==> src/rtl/t07_memory_responder_pkg.sv <==
// Shared types for the CPU memory responder: request encodings and FSM states.
package t07_pkg;

    typedef enum logic [1:0] {
        RWI_IDLE  = 2'b00,
        RWI_WRITE = 2'b01,
        RWI_READ  = 2'b10,
        RWI_FETCH = 2'b11
    } rwi_t;

    typedef enum logic [1:0] {
        S_IDLE = 2'b00,
        S_BUS  = 2'b01,
        S_DONE = 2'b10
    } resp_state_t;

endpackage

==> src/rtl/t07_memory_responder.sv <==
// Memory-side endpoint of the CPU memory-handler interface: turns each handler
// request into one single-beat classic bus cycle with a bounded ack wait.
//
// state  | meaning
// S_IDLE | waiting for rwi != 00; request captured on the accepting edge
// S_BUS  | cyc/stb asserted, waiting for ack or timeout
// S_DONE | one-cycle response: busy low, ExtData valid, err pulse on timeout
module t07_memory_responder
    import t07_pkg::*;
#(
    parameter int                ADDR_W      = 32,
    parameter int                DATA_W      = 32,
    parameter int                TIMEOUT_CYC = 255,
    parameter logic [DATA_W-1:0] ERR_DATA    = 32'hDEADBEEF
) (
    input  logic              clk,
    input  logic              rst,
    input  logic [1:0]        rwi,
    input  logic [ADDR_W-1:0] ExtAddress,
    input  logic [DATA_W-1:0] write_data,
    output logic [DATA_W-1:0] ExtData,
    output logic              busy,
    output logic              err,
    output logic [ADDR_W-1:0] mem_adr,
    output logic [DATA_W-1:0] mem_dat_o,
    output logic [3:0]        mem_sel,
    output logic              mem_we,
    output logic              mem_cyc_stb,
    input  logic              mem_ack,
    input  logic [DATA_W-1:0] mem_dat_i
);

    localparam int CNT_W = $clog2(TIMEOUT_CYC + 1);
    localparam logic [CNT_W-1:0] CNT_LAST = CNT_W'(TIMEOUT_CYC - 1);

    resp_state_t       state_q;
    logic [CNT_W-1:0]  cnt_q;
    rwi_t              req_rwi_q;
    logic [ADDR_W-1:0] mem_adr_q;
    logic [DATA_W-1:0] mem_dat_q;
    logic [DATA_W-1:0] ext_data_q;
    logic              err_q;
    logic              stb_q;
    logic              we_q;

    always_ff @(posedge clk) begin
        if (rst) begin
            state_q    <= S_IDLE;
            cnt_q      <= '0;
            req_rwi_q  <= RWI_IDLE;
            mem_adr_q  <= '0;
            mem_dat_q  <= '0;
            ext_data_q <= '0;
            err_q      <= 1'b0;
            stb_q      <= 1'b0;
            we_q       <= 1'b0;
        end else begin
            err_q <= 1'b0;
            unique case (state_q)
                S_IDLE: begin
                    if (rwi_t'(rwi) != RWI_IDLE) begin
                        req_rwi_q <= rwi_t'(rwi);
                        mem_adr_q <= ExtAddress & ~ADDR_W'(3);
                        mem_dat_q <= write_data;
                        cnt_q     <= '0;
                        stb_q     <= 1'b1;
                        we_q      <= (rwi_t'(rwi) == RWI_WRITE);
                        state_q   <= S_BUS;
                    end
                end
                S_BUS: begin
                    // Ack is checked first so an ack on the last wait cycle still succeeds.
                    if (mem_ack) begin
                        if (req_rwi_q != RWI_WRITE) begin
                            ext_data_q <= mem_dat_i;
                        end
                        stb_q   <= 1'b0;
                        we_q    <= 1'b0;
                        state_q <= S_DONE;
                    end else if (cnt_q == CNT_LAST) begin
                        ext_data_q <= ERR_DATA;
                        err_q      <= 1'b1;
                        stb_q      <= 1'b0;
                        we_q       <= 1'b0;
                        state_q    <= S_DONE;
                    end else begin
                        cnt_q <= cnt_q + CNT_W'(1);
                    end
                end
                S_DONE: begin
                    state_q <= S_IDLE;
                end
                default: begin
                    state_q <= S_IDLE;
                end
            endcase
        end
    end

    // Freeze must rise in the request cycle itself, hence the combinational IDLE term.
    assign busy = !rst && (((state_q == S_IDLE) && (rwi != 2'b00)) || (state_q == S_BUS));

    assign ExtData     = ext_data_q;
    assign err         = err_q;
    assign mem_adr     = mem_adr_q;
    assign mem_dat_o   = mem_dat_q;
    assign mem_sel     = 4'hF;
    assign mem_we      = we_q;
    assign mem_cyc_stb = stb_q;

endmodule

==> config.mk <==
export PLATFORM = sky130hd
export DESIGN_NAME = t07_memory_responder
export DESIGN_NICKNAME = d
export VERILOG_FILES = /design/src/rtl/t07_memory_responder_pkg.sv /design/src/rtl/t07_memory_responder.sv
export SDC_FILE = /design/constraint.sdc
export NUM_CORES = 1
export LEC_CHECK = 0
export ABC_AREA = 1
export CORE_MARGIN = 2
export CORE_UTILIZATION = 47
export CTS_BUF_LIST = sky130_fd_sc_hd__clkbuf_8
export DETAILED_ROUTE_END_ITERATION = 16
export PLACE_DENSITY = 0.88
export SYNTH_ARGS = -nofsm -noshare
export SYNTH_HDL_FRONTEND = slang
export SYNTH_SLANG_ARGS = --single-unit
==> constraint.sdc <==
create_clock -name clk -period 3.9 [get_ports clk]
set_input_delay 0.39 -clock clk [delete_from_list [all_inputs] [get_ports clk]]
set_output_delay 0.39 -clock clk [all_outputs]
set_load 0.005 [all_outputs]
==> load_flow_metrics.sql, run 1 <==
INSERT INTO impl_metrics (metric_group, metric, value, unit) VALUES
('power', 'power_density', '369.1', 'nW/µm²'),
('sta', 'rsz0062_at_grt', 'no', ''),
('power', 'seq_power_share', '0.495', ''),
('drt', 'post-route-drc-count', '0', ''),
('yosys', 'yosys.area.top_type_share', '0.4671', ''),
('drt', 'viasPerCell', '5.000', ''),
('yosys', 'ys_warn_count', '0', ''),
('global_route', 'antenna_violations_before_repair', '0', ''),
('power', 'maximum_ir_drop_on_the_vdd_rail', '0.2368', 'mV'),
('global_route', 'groute.usage.overall', '0.2495', ''),
('placed_design', 'dpl_worst_slack', '1.200', 'ns'),
('worst_setup_path', 'reg2reg_depth', '7', ''),
('drt', 'routed_wirelength', '13340', 'µm'),
('clock_network', 'h-tree-depth', '3', ''),
('global_route', 'grt_pass1_wl', '22220', 'µm'),
('placed_design', 'finalWeightedCongestion', '0.8715', ''),
('layout', 'layout.cell_area.non_filler', '6827', 'µm²'),
('yosys', 'synthCells', '673', ''),
('yosys', 'ys_seq_area_frac', '0.4671', ''),
('yosys', 'dominant_cell_type_by_area_after_synthesis', 'sky130_fd_sc_hd__dfxtp_1', ''),
('drt', 'detailed_routing_iteration_count_for_the_pre_antenna_repair_pass', '5', ''),
('global_route', 'pin_count_of_the_biggest_net_entering_global_routing', '69', ''),
('clock_network', 'hold_buffers', '0', ''),
('drt', 'route.vias.total', '4885', ''),
('placed_design', 'place_hpwl', '9137', 'µm'),
('clock_network', 'clkSinkCount', '109', ''),
('sta', 'pnr_worst_setup_slack', '1.389', 'ns'),
('yosys', 'syn-cell-area', '4672', 'µm²'),
('placed_design', 'detailed_place.area', '6625', 'µm²'),
('worst_setup_path', 'critPathCaptureType', 'register', ''),
('worst_setup_path', 'critPathMaxFanout', '34', ''),
('layout', 'drive_above_1_share', '0.04265', ''),
('drt', 'drtIter0Drc', '233', ''),
('sta', 'fmaxAchievable', '0.3982', 'GHz'),
('floorplan', 'design.die.area', '10750', 'µm²'),
('floorplan', 'floorplan.initialDensity', '0.4802', ''),
('worst_hold_path', 'min_to', 'mem_dat_o[20]$_SDFFE_PP0P_', ''),
('clock_network', 'worst_skew_pair.late_latency', '0.37', 'ns'),
('clock_network', 'cts_root_buf', 'sky130_fd_sc_hd__clkbuf_8', ''),
('sta', 'finClkSkew', '0.009691', 'ns'),
('layout', 'final.fill_count', '792', ''),
('layout', 'flow.area_growth_from_synthesis', '46.12', '%'),
('floorplan', 'ioPinCount', '205', ''),
('worst_hold_path', 'min-delay-path-class', 'reg2reg', ''),
('floorplan', 'fp.coreArea', '9729', 'µm²'),
('drt', 'ant_nets', '0', ''),
('sta', 'final_hold_viol_count', '0', ''),
('yosys', 'ys_seq_elements', '109', ''),
('sta', 'timing_worst_slew_pin_value', '1.013', 'ns'),
('worst_setup_path', 'crit_path_start_kind', 'register', ''),
('worst_setup_path', 'criticalPathCategory', 'reg2reg', ''),
('worst_setup_path', 'crit_start', 'state_q[1]$_SDFFE_PP0P_', ''),
('floorplan', 'die-width', '103.7', 'µm'),
('floorplan', 'num_rows', '36', ''),
('worst_setup_path', 'r2r-end', 'ExtData[13]$_SDFFE_PP0P_', ''),
('sta', 'sum_of_negative_setup_slack', '0', 'ns'),
('power', 'power.switching_fraction', '0.2770', ''),
('sta', 'period_needed', '2.511', 'ns'),
('sta', 'setup_viol', '0', ''),
('power', 'comb_power_share', '0.231', ''),
('clock_network', 'clk_pin_slew', '0.10', 'ns'),
('clock_network', 'post_cts_resize_count', '0', ''),
('drt', 'wl_per_cell', '13.66', 'µm'),
('layout', 'antenna_cells_inserted', '0', ''),
('outcome', 'result_of_the_run', 'finished, final reports clean', ''),
('worst_setup_path', 'rr_startpoint', 'state_q[1]$_SDFFE_PP0P_', ''),
('worst_setup_path', 'worst-r2r-setup-slack', '1.39', 'ns'),
('yosys', 'average_cell_area_after_synthesis', '6.942', 'µm²'),
('clock_network', 'cts_bufs_inserted', '9', ''),
('worst_hold_path', 'whs_path_depth', '2', ''),
('worst_setup_path', 'worstPathRequired', '4.17', 'ns');
[final cells by class]
cell class / count / area, µm² / share of cell area
inverter: 83 / 311.5 / 0.04564
multi-input combinational: 434 / 1963 / 0.2876
clock buffer: 10 / 137.6 / 0.02016
sequential: 109 / 2182 / 0.3196
tap: 133 / 166.4 / 0.02438
clock inverter: 6 / 63.81 / 0.009348
timing repair buffer: 202 / 2002 / 0.2933
[per-layer routing]
metal | GRT usage | vias to the layer above | share of wire
met1 | 0.2871 | 2219 | 0.39
met5 | 0 | - | 0
met3 | 0.1082 | 25 | 0.11
li1 | - | 2438 | -
met4 | 0.06757 | 0 | 0.019
met2 | 0.4248 | 203 | 0.48
[power groups by stage]
stage / clock network [mW] / registers, mW / logic [mW]
after global placement: 0 / 1.26 / 0.570
final: 0.691 / 1.25 / 0.581
after floorplan: 0 / 1.27 / 0.267
after global routing: 0.758 / 1.26 / 0.643
after CTS: 0.712 / 1.25 / 0.586
after detailed placement: 0 / 1.27 / 0.581
[worst max-delay path, stage by stage (launching register included)]
cell                       delay [ns]
sky130_fd_sc_hd__dfxtp_1         0.39
sky130_fd_sc_hd__inv_1           0.05
sky130_fd_sc_hd__nand2_1         0.18
sky130_fd_sc_hd__clkinv_1        0.84
sky130_fd_sc_hd__nand3_4         0.71
sky130_fd_sc_hd__nand2_1         0.12
sky130_fd_sc_hd__inv_2           0.06
sky130_fd_sc_hd__nor2_1          0.04
[cells in the mapped netlist]
| cell | instances |
|---|---|
| sky130_fd_sc_hd__clkinv_1 | 1 |
| sky130_fd_sc_hd__inv_1 | 76 |
| sky130_fd_sc_hd__nand2_1 | 167 |
| sky130_fd_sc_hd__nor2_1 | 68 |
| sky130_fd_sc_hd__nor2_2 | 2 |
| sky130_fd_sc_hd__o21ai_0 | 3 |
| sky130_fd_sc_hd__buf_1 | 3 |
| sky130_fd_sc_hd__nand3_4 | 1 |
| sky130_fd_sc_hd__dfxtp_1 | 109 |
| sky130_fd_sc_hd__nor3_1 | 2 |
| sky130_fd_sc_hd__buf_4 | 8 |
| sky130_fd_sc_hd__buf_2 | 13 |
| sky130_fd_sc_hd__nand2_2 | 5 |
| sky130_fd_sc_hd__conb_1 | 2 |
| sky130_fd_sc_hd__nand3_1 | 74 |
| sky130_fd_sc_hd__o21ai_1 | 1 |
| sky130_fd_sc_hd__clkbuf_1 | 27 |
| sky130_fd_sc_hd__o21bai_1 | 4 |
| sky130_fd_sc_hd__inv_2 | 6 |
| sky130_fd_sc_hd__a21oi_1 | 68 |
| sky130_fd_sc_hd__nand4_1 | 31 |
| sky130_fd_sc_hd__ha_1 | 2 |
[per-stage QoR]
step	util	cells	total power [mW]	hold WS [ns]
after global routing	0.7016	977	2.658	0.4907
after global placement	0.6809	961	1.835	0.4464
after CTS	0.7016	977	2.544	0.4671
final	0.7016	977	2.519	0.4653
after detailed placement	0.6809	961	1.853	0.4542
after floorplan	-	677	1.540	0.4392
[placed cells by master, fill, tap and decap left out]
master | Yosys | final
sky130_fd_sc_hd__clkdlybuf4s50_1 | 0 | 195
sky130_fd_sc_hd__nand2_1 | 167 | 167
sky130_fd_sc_hd__dfxtp_1 | 109 | 109
sky130_fd_sc_hd__inv_1 | 76 | 78
sky130_fd_sc_hd__nand3_1 | 74 | 74
sky130_fd_sc_hd__a21oi_1 | 68 | 68
sky130_fd_sc_hd__nor2_1 | 68 | 67
sky130_fd_sc_hd__nand4_1 | 31 | 31
sky130_fd_sc_hd__clkbuf_8 | 0 | 10
sky130_fd_sc_hd__inv_2 | 6 | 6
sky130_fd_sc_hd__conb_1 | 2 | 6
sky130_fd_sc_hd__buf_4 | 8 | 6
sky130_fd_sc_hd__nand2_2 | 5 | 5
sky130_fd_sc_hd__o21bai_1 | 4 | 4
sky130_fd_sc_hd__o21ai_0 | 3 | 3
sky130_fd_sc_hd__nor2_2 | 2 | 2
sky130_fd_sc_hd__nor3_1 | 2 | 2
sky130_fd_sc_hd__ha_1 | 2 | 2
sky130_fd_sc_hd__clkinvlp_4 | 0 | 2
sky130_fd_sc_hd__nor2_4 | 0 | 1
sky130_fd_sc_hd__clkinv_1 | 1 | 1
sky130_fd_sc_hd__nand3_4 | 1 | 1
sky130_fd_sc_hd__o21ai_1 | 1 | 1
sky130_fd_sc_hd__bufinv_16 | 0 | 1
sky130_fd_sc_hd__inv_8 | 0 | 1
sky130_fd_sc_hd__buf_2 | 13 | 1
[state kept, by name, summed over array words and instances, names as in the netlist]
signal / count
mem_dat_o: 32
req_rwi_q: 2
ExtData: 32
err: 1
cnt_q: 8
state_q: 2
mem_adr: 30
mem_cyc_stb: 1
mem_we: 1
[cells by family (layout without fill, tap and decap cells)]
kind of cell / count (synthesis) / in the layout / share of synthesized area
fa+ha+maj: 2 / 2 / 0.005355
simple gates: 350 / 350 / 0.3249
other cells: 2 / 6 / 0.001607
buf+inv: 134 / 301 / 0.1176
flops: 109 / 109 / 0.4671
compound gates: 76 / 76 / 0.08356
[worst max path at each step]
stage	endpoint	slack (ns)	depth (start not counted)
after detailed placement	ExtData[4]$_SDFFE_PP0P_	1.20	8
final	ExtData[13]$_SDFFE_PP0P_	1.39	7
after global routing	ExtData[22]$_SDFFE_PP0P_	1.12	7
after global placement	ExtData[29]$_SDFFE_PP0P_	1.24	7
after CTS	busy	1.40	5
after floorplan	busy	2.47	5
No activity file was read; power rests on OpenSTA's default activity.
==> inputs of run 2 (changes only) <==
Settings changed: CORE_UTILIZATION 47 to 44, PLACE_DENSITY 0.88 to 0.83.
Clock period 3.9 ns to 2.55 ns, I/O delays scaled along.
==> run 2 against run 1 <==
Sequential share of layout area shrank 0.14 points. Register-to-register slack lost 0.85 ns. Critical path depth shrank 2. Final cell count grew 0.72%. Die area grew 6.6%. Largest power group unchanged. Clock power grew 49%. Count of clock-buffer cells in the layout is the same. Clock skew is essentially flat. Setup slack lost 1.2 ns. Total power grew 53%. Routed wire length grew 0.39%.
==> load_flow_metrics.sql, run 2 (synthesis results as in run 1) <==
INSERT INTO impl_metrics (metric_group, metric, value, unit) VALUES
('worst_setup_path', 'cp_data_arrival_time', '2.10', 'ns'),
('sta', 'sum_of_negative_setup_slack', '0', 'ns'),
('placed_design', 'numPortBuffers', '196', ''),
('drt', 'met3RoutedLength', '1399', 'µm'),
('worst_hold_path', 'min-delay-path-class', 'in2reg', ''),
('worst_setup_path', 'worst-r2r-setup-slack', '0.54', 'ns'),
('drt', 'viasPerCell', '4.968', ''),
('layout', 'fin_cells', '984', ''),
('layout', 'most_frequent_standard_cell_in_the_layout_excluding_fill_and_tap_cells', 'sky130_fd_sc_hd__clkdlybuf4s50_1', ''),
('drt', 'ant_nets', '0', ''),
('drt', 'wl_per_cell', '13.61', 'µm'),
('floorplan', 'num_rows', '37', ''),
('drt', 'detailed_routing_iteration_count_for_the_pre_antenna_repair_pass', '7', ''),
('floorplan', 'die_height', '107.0', 'µm'),
('global_route', 'groute.usage.overall', '0.2274', ''),
('sta', 'timing_worst_slew_pin_value', '0.6989', 'ns'),
('floorplan', 'design.die.area', '11460', 'µm²'),
('worst_setup_path', 'worstPathRequired', '2.30', 'ns'),
('global_route', 'grt_overflow', '0', ''),
('placed_design', 'dpl.cell_count', '969', ''),
('power', 'power_density', '560.5', 'nW/µm²'),
('worst_setup_path', 'cpMostUsedCell', 'sky130_fd_sc_hd__nand2_1', ''),
('clock_network', 'h-tree-depth', '3', ''),
('global_route', 'antenna_violations_before_repair', '0', ''),
('placed_design', 'place_hpwl', '9290', 'µm'),
('layout', 'flow.area_growth_from_synthesis', '46.76', '%'),
('power', 'cellLeakagePower', '2.906', 'nW'),
('drt', 'routed_wirelength', '13390', 'µm'),
('floorplan', 'fp.coreArea', '10320', 'µm²'),
('layout', 'most_frequent_cells_in_the_layout', 'sky130_fd_sc_hd__clkdlybuf4s50_1 (195), sky130_fd_sc_hd__nand2_1 (167), sky130_fd_sc_hd__dfxtp_1 (109), sky130_fd_sc_hd__inv_1 (77), sky130_fd_sc_hd__nand3_1 (74)', ''),
('floorplan', 'ioPinCount', '205', ''),
('sta', 'timing.final.crit_share', '0.9220', ''),
('clock_network', 'hold_buffers', '0', ''),
('global_route', 'pin_count_of_the_biggest_net_entering_global_routing', '68', ''),
('clock_network', 'cts_bufs_inserted', '9', ''),
('worst_setup_path', 'rr_startpoint', 'cnt_q[0]$_SDFFE_PP0P_', ''),
('floorplan', 'floorplan.initialDensity', '0.4526', ''),
('worst_setup_path', 'crit_path_max_incr_delay', '0.53', 'ns'),
('clock_network', 'clkSinkCount', '109', ''),
('clock_network', 'cts_root_buf', 'sky130_fd_sc_hd__clkbuf_8', ''),
('clock_network', 'cts.path.max_buffers', '2', ''),
('sta', 'period_needed', '2.351', 'ns'),
('drt', 'drtIter0Drc', '240', ''),
('worst_setup_path', 'crit_start', 'state_q[0]$_SDFFE_PP0P_', ''),
('clock_network', 'clk_pin_slew', '0.10', 'ns'),
('clock_network', 'tritoncts', 'built', ''),
('worst_setup_path', 'worst_setup_path_endpoint', 'busy', ''),
('run', 'timing.max_cap.violations', '0', ''),
('global_route', 'grt_pass1_wl', '21180', 'µm'),
('worst_setup_path', 'criticalPathCategory', 'reg2out', ''),
('clock_network', 'cts_post_setup_buffers_inserted', '0', ''),
('sta', 'whs', '0.2491', 'ns'),
('placed_design', 'finalWeightedCongestion', '0.8068', ''),
('drt', 'dr_wl_met2', '6290', 'µm'),
('drt', 'routed.top_layer', 'met4', ''),
('floorplan', 'die-width', '107.0', 'µm'),
('layout', 'drive_above_1_share', '0.04835', ''),
('worst_setup_path', 'crit_path_start_kind', 'register', ''),
('layout', 'antenna_cells_inserted', '0', ''),
('power', 'maximum_ir_drop_on_the_vdd_rail', '0.3863', 'mV'),
('sta', 'setup_viol', '0', ''),
('clock_network', 'worst_skew_pair.late_latency', '0.37', 'ns'),
('sta', 'finClkSkew', '0.009225', 'ns'),
('drt', 'post-route-drc-count', '0', ''),
('worst_hold_path', 'worst_hold_start', 'rst', ''),
('worst_setup_path', 'critPathSlowestCell', 'sky130_fd_sc_hd__clkdlybuf4s50_1', ''),
('layout', 'final.fill_count', '889', ''),
('sta', 'timing.final.max_slew_violations', '0', ''),
('worst_setup_path', 'cp_cell_sequence', 'nand2_1 > nor2_1 > inv_1 > nand2_1 > clkdlybuf4s50_1', ''),
('global_route', 'first_global_vias', '4610', ''),
('worst_setup_path', 'critPathMaxFanout', '7', ''),
('worst_setup_path', 'r2r-end', 'ExtData[28]$_SDFFE_PP0P_', ''),
('sta', 'rsz0062_at_grt', 'no', ''),
('layout', 'final_nets', '947', ''),
('worst_setup_path', 'reg2reg_depth', '10', ''),
('worst_setup_path', 'critPathCaptureType', 'primary output', ''),
('outcome', 'result_of_the_run', 'finished, final reports clean', ''),
('drt', 'route.vias.total', '4889', ''),
('layout', 'layout.cell_area.non_filler', '6857', 'µm²'),
('sta', 'relSlewSlack', '0.5341', ''),
('placed_design', 'detailed_place.area', '6666', 'µm²'),
('sta', 'final_hold_viol_count', '0', ''),
('sta', 'fmaxAchievable', '0.4254', 'GHz'),
('drt', 'wirelength_met1', '5486', 'µm'),
('clock_network', 'post_cts_resize_count', '0', '');
## run 2: cell types whose count changed in the layout (fill, tap and decap cells not counted), sizes merged
cell / delta
clkinv: +3
buf: +5
clkinvlp: -2
inv: -2
## run 2: final cells by class
cell class | instances | area, µm² | area share
Clock buffer | 10 | 137.6 | 0.02007
Tap cell | 136 | 170.2 | 0.02482
Sequential cell | 109 | 2182 | 0.3182
Inverter | 83 | 311.5 | 0.04544
Timing Repair Buffer | 207 | 2039 | 0.2974
Clock inverter | 5 | 52.55 | 0.007664
Multi-Input combinational cell | 434 | 1963 | 0.2863
## run 2: worst min-delay path by stage
stage          depth (start not counted)  slack [ns]                   endpoint
3_5_place_dp                           2        0.45    mem_adr[6]$_SDFFE_PP0P_
2_1_floorplan                          2        0.42  mem_dat_o[0]$_SDFFE_PP0P_
6_report                               4        0.25   mem_cyc_stb$_SDFFE_PP0P_
5_1_grt                                4        0.27   mem_cyc_stb$_SDFFE_PP0P_
4_1_cts                                4        0.24   mem_cyc_stb$_SDFFE_PP0P_
3_3_place_gp                           2        0.45   mem_adr[16]$_SDFFE_PP0P_
## run 2: per-layer routing
| layer | global-route usage | up-vias |
|---|---|---|
| met5 | 0 | - |
| met3 | 0.08328 | 18 |
| met2 | 0.3734 | 190 |
| met4 | 0.08813 | 0 |
| li1 | - | 2445 |
| met1 | 0.2700 | 2236 |
## run 2: stage by stage
| step | worst slack [ns] | utilization | power [mW] |
|---|---|---|---|
| after floorplan | 1.173 | - | 2.356 |
| after global placement | 0.5975 | 0.6457 | 2.815 |
| after detailed placement | 0.5741 | 0.6457 | 2.842 |
| after CTS | 0.2075 | 0.6642 | 3.873 |
| after global routing | 0.06724 | 0.6642 | 4.039 |
| final | 0.1990 | 0.6642 | 3.843 |
## run 2: worst max-delay path, delay by kind of cell, from the launching register on
| kind | cells | cell delay [ns] |
|---|---|---|
| AND/OR/NAND/NOR | 3 | 0.65 |
| flip-flops | 1 | 0.41 |
| buffers and inverters | 2 | 0.68 |
## run 2: power breakdown
part / leakage [nW] / switching, mW / internal, mW
registers: 0.896 / 0.0715 / 1.83
clock network: 0.103 / 0.563 / 0.472
logic: 1.91 / 0.425 / 0.478
==> inputs of run 3 (changes only) <==
Settings changed: CORE_UTILIZATION 44 to 60, DONT_BUFFER_PORTS set to 1, PLACE_DENSITY 0.83 to 0.76.
==> run 3 against run 2 <==
Clock power hardly changed. Final area is 29% lower. Core utilization is 2.6 points lower. Maximum frequency is 27% higher. Critical path depth is 1 lower. Die area is 26% lower. Via count is 17% lower. Combinational power is 47% lower. Sequential cell count stayed put. Count of clock-buffer cells in the layout is 1 lower. Clock skew is 0.012 ns higher. Highest routed layer unchanged.
==> load_flow_metrics.sql, run 3 (synthesis results as in run 1) <==
INSERT INTO impl_metrics (metric_group, metric, value, unit) VALUES
('worst_setup_path', 'criticalPathCategory', 'reg2out', ''),
('drt', 'wl_per_cell', '14.23', 'µm'),
('worst_setup_path', 'crit_path_start_kind', 'register', ''),
('placed_design', 'place_hpwl', '7209', 'µm'),
('worst_setup_path', 'crit_start', 'state_q[0]$_SDFFE_PP0P_', ''),
('drt', 'routed.top_layer', 'met4', ''),
('sta', 'sum_of_negative_setup_slack', '0', 'ns'),
('clock_network', 'clkSinkCount', '109', ''),
('drt', 'viasPerCell', '5.382', ''),
('drt', 'routed_wirelength', '10730', 'µm'),
('worst_setup_path', 'worst_setup_path_endpoint', 'busy', ''),
('sta', 'whs', '0.02921', 'ns'),
('worst_setup_path', 'rr_startpoint', 'cnt_q[0]$_SDFFE_PP0P_', ''),
('sta', 'final_hold_viol_count', '0', ''),
('clock_network', 'clk_pin_slew', '0.12', 'ns'),
('global_route', 'groute.usage.overall', '0.2542', ''),
('clock_network', 'worst_skew_pair.late_latency', '0.37', 'ns'),
('layout', 'postLayoutCoreUtil', '0.6381', ''),
('outcome', 'result_of_the_run', 'finished, final reports clean', ''),
('sta', 'timing_worst_slew_pin_value', '0.6080', 'ns'),
('run', 'timing.max_cap.violations', '0', ''),
('global_route', 'grt_overflow', '0', ''),
('worst_setup_path', 'worst-r2r-setup-slack', '0.93', 'ns'),
('layout', 'seq_area', '2182', 'µm²'),
('drt', 'met3RoutedLength', '1155', 'µm'),
('clock_network', 'h-tree-depth', '3', ''),
('sta', 'timing.final.crit_share', '0.7235', ''),
('drt', 'post-route-drc-count', '0', ''),
('clock_network', 'tritoncts', 'built', ''),
('global_route', 'first_global_vias', '3878', ''),
('drt', 'drtIter0Drc', '188', ''),
('floorplan', 'num_rows', '32', ''),
('layout', 'antenna_cells_inserted', '0', ''),
('clock_network', 'cts_root_buf', 'sky130_fd_sc_hd__clkbuf_8', ''),
('floorplan', 'floorplan.initialDensity', '0.6109', ''),
('floorplan', 'die-width', '92.24', 'µm'),
('drt', 'route.vias.total', '4058', ''),
('drt', 'wirelength_met1', '4270', 'µm'),
('floorplan', 'fp.coreArea', '7647', 'µm²'),
('placed_design', 'dpl.cell_count', '736', ''),
('layout', 'fin_cells', '754', ''),
('power', 'power_density', '705.6', 'nW/µm²'),
('floorplan', 'die_height', '92.24', 'µm'),
('placed_design', 'numPortBuffers', '0', ''),
('power', 'maximum_ir_drop_on_the_vdd_rail', '0.4257', 'mV'),
('clock_network', 'cts_bufs_inserted', '9', ''),
('clock_network', 'cts.path.max_buffers', '2', ''),
('layout', 'most_frequent_cells_in_the_layout', 'sky130_fd_sc_hd__nand2_1 (167), sky130_fd_sc_hd__dfxtp_1 (109), sky130_fd_sc_hd__inv_1 (76), sky130_fd_sc_hd__nand3_1 (74), sky130_fd_sc_hd__a21oi_1 (68)', ''),
('power', 'cellLeakagePower', '2.170', 'nW'),
('global_route', 'pin_count_of_the_biggest_net_entering_global_routing', '68', ''),
('sta', 'relSlewSlack', '0.5941', ''),
('worst_setup_path', 'worstPathBufferInverterCount', '1', ''),
('worst_setup_path', 'cell_family_with_the_largest_share_of_critical_path_delay', 'simple AND/OR/NAND/NOR gates', ''),
('global_route', 'grt_pass1_wl', '17730', 'µm'),
('layout', 'drive_above_1_share', '0.06135', ''),
('layout', 'most_frequent_standard_cell_in_the_layout_excluding_fill_and_tap_cells', 'sky130_fd_sc_hd__nand2_1', ''),
('floorplan', 'design.die.area', '8508', 'µm²'),
('worst_setup_path', 'worstPathRequired', '2.30', 'ns'),
('sta', 'setup_viol', '0', ''),
('worst_setup_path', 'critical_path_depth', '4', ''),
('sta', 'timing.final.max_slew_violations', '0', ''),
('clock_network', 'cts_post_setup_buffers_inserted', '0', ''),
('sta', 'finClkSkew', '0.02128', 'ns'),
('worst_setup_path', 'cp_data_arrival_time', '1.59', 'ns'),
('sta', 'fmaxAchievable', '0.5420', 'GHz'),
('layout', 'final.fill_count', '713', ''),
('sta', 'period_needed', '1.845', 'ns'),
('worst_setup_path', 'cpMostUsedCell', 'sky130_fd_sc_hd__nand2_1', ''),
('worst_setup_path', 'critPathSlowestCell', 'sky130_fd_sc_hd__dfxtp_1', ''),
('power', 'finalPower', '3.443', 'mW'),
('placed_design', 'finalWeightedCongestion', '0.7935', ''),
('worst_setup_path', 'critPathMaxFanout', '7', ''),
('layout', 'multiInputGateArea', '1963', 'µm²'),
('worst_setup_path', 'critPathCaptureType', 'primary output', ''),
('drt', 'detailed_routing_iteration_count_for_the_pre_antenna_repair_pass', '4', ''),
('layout', 'flow.area_growth_from_synthesis', '4.446', '%'),
('worst_setup_path', 'cp_cell_sequence', 'nand2_1 > nor2_1 > inv_1 > nand2_1', ''),
('worst_hold_path', 'min-delay-path-class', 'in2reg', ''),
('floorplan', 'ioPinCount', '205', ''),
('sta', 'rsz0062_at_grt', 'no', ''),
('worst_setup_path', 'reg2reg_depth', '10', ''),
('worst_setup_path', 'r2r-end', 'ExtData[2]$_SDFFE_PP0P_', ''),
('drt', 'dr_wl_met2', '5187', 'µm'),
('drt', 'ant_nets', '0', ''),
('layout', 'final_nets', '750', ''),
('worst_setup_path', 'crit_path_max_incr_delay', '0.40', 'ns'),
('global_route', 'antenna_violations_before_repair', '0', '');
-- run 3: power by group --
group          internal [mW]  switching [mW]  leakage (nW)
sequential              1.83           0.106         0.896
clock                  0.388           0.638        0.0946
combinational          0.160           0.318          1.18
total                   2.38            1.06          2.17
-- run 3: per-stage QoR --
step | setup WS [ns] | cell area, µm²
after detailed placement | 0.8251 | 4644
after CTS | 0.6596 | 4880
after global placement | 0.8748 | 4644
final | 0.7051 | 4880
after global routing | 0.6009 | 4880
after floorplan | 1.173 | 4687
-- run 3: per-layer routing --
metal,global-route usage,up-vias
li1,-,2057
met1,0.2981,1804
met2,0.4375,184
met3,0.07642,13
met4,0.09577,0
met5,0,-
-- run 3: how the worst min path moves through the flow --
stage,start,to,slack (ns),cells past startpoint
finish,ExtAddress[9],mem_adr[9]$_SDFFE_PP0P_,0.03,2
global route,ExtAddress[7],mem_adr[7]$_SDFFE_PP0P_,0.02,2
CTS,ExtAddress[9],mem_adr[9]$_SDFFE_PP0P_,0.01,2
detailed placement,rst,req_rwi_q[1]$_SDFFE_PP0P_,0.33,1
global placement,rst,mem_dat_o[2]$_SDFFE_PP0P_,0.33,1
floorplan,write_data[0],mem_dat_o[0]$_SDFFE_PP0P_,0.42,2
-- run 3: final cells by class --
type / instances / share of cell area
sequential: 109 / 0.4472
multi-input combinational: 434 / 0.4023
inverter: 83 / 0.06385
tap: 102 / 0.02615
clock buffer: 9 / 0.02538
timing repair buffer: 10 / 0.02000
clock inverter: 7 / 0.01513
-- run 3: what timing repair did --
item                                   CTS  global route
endpoints found under the hold margin   68             0
gates resized for setup                  0             0
hold buffers                             2             0
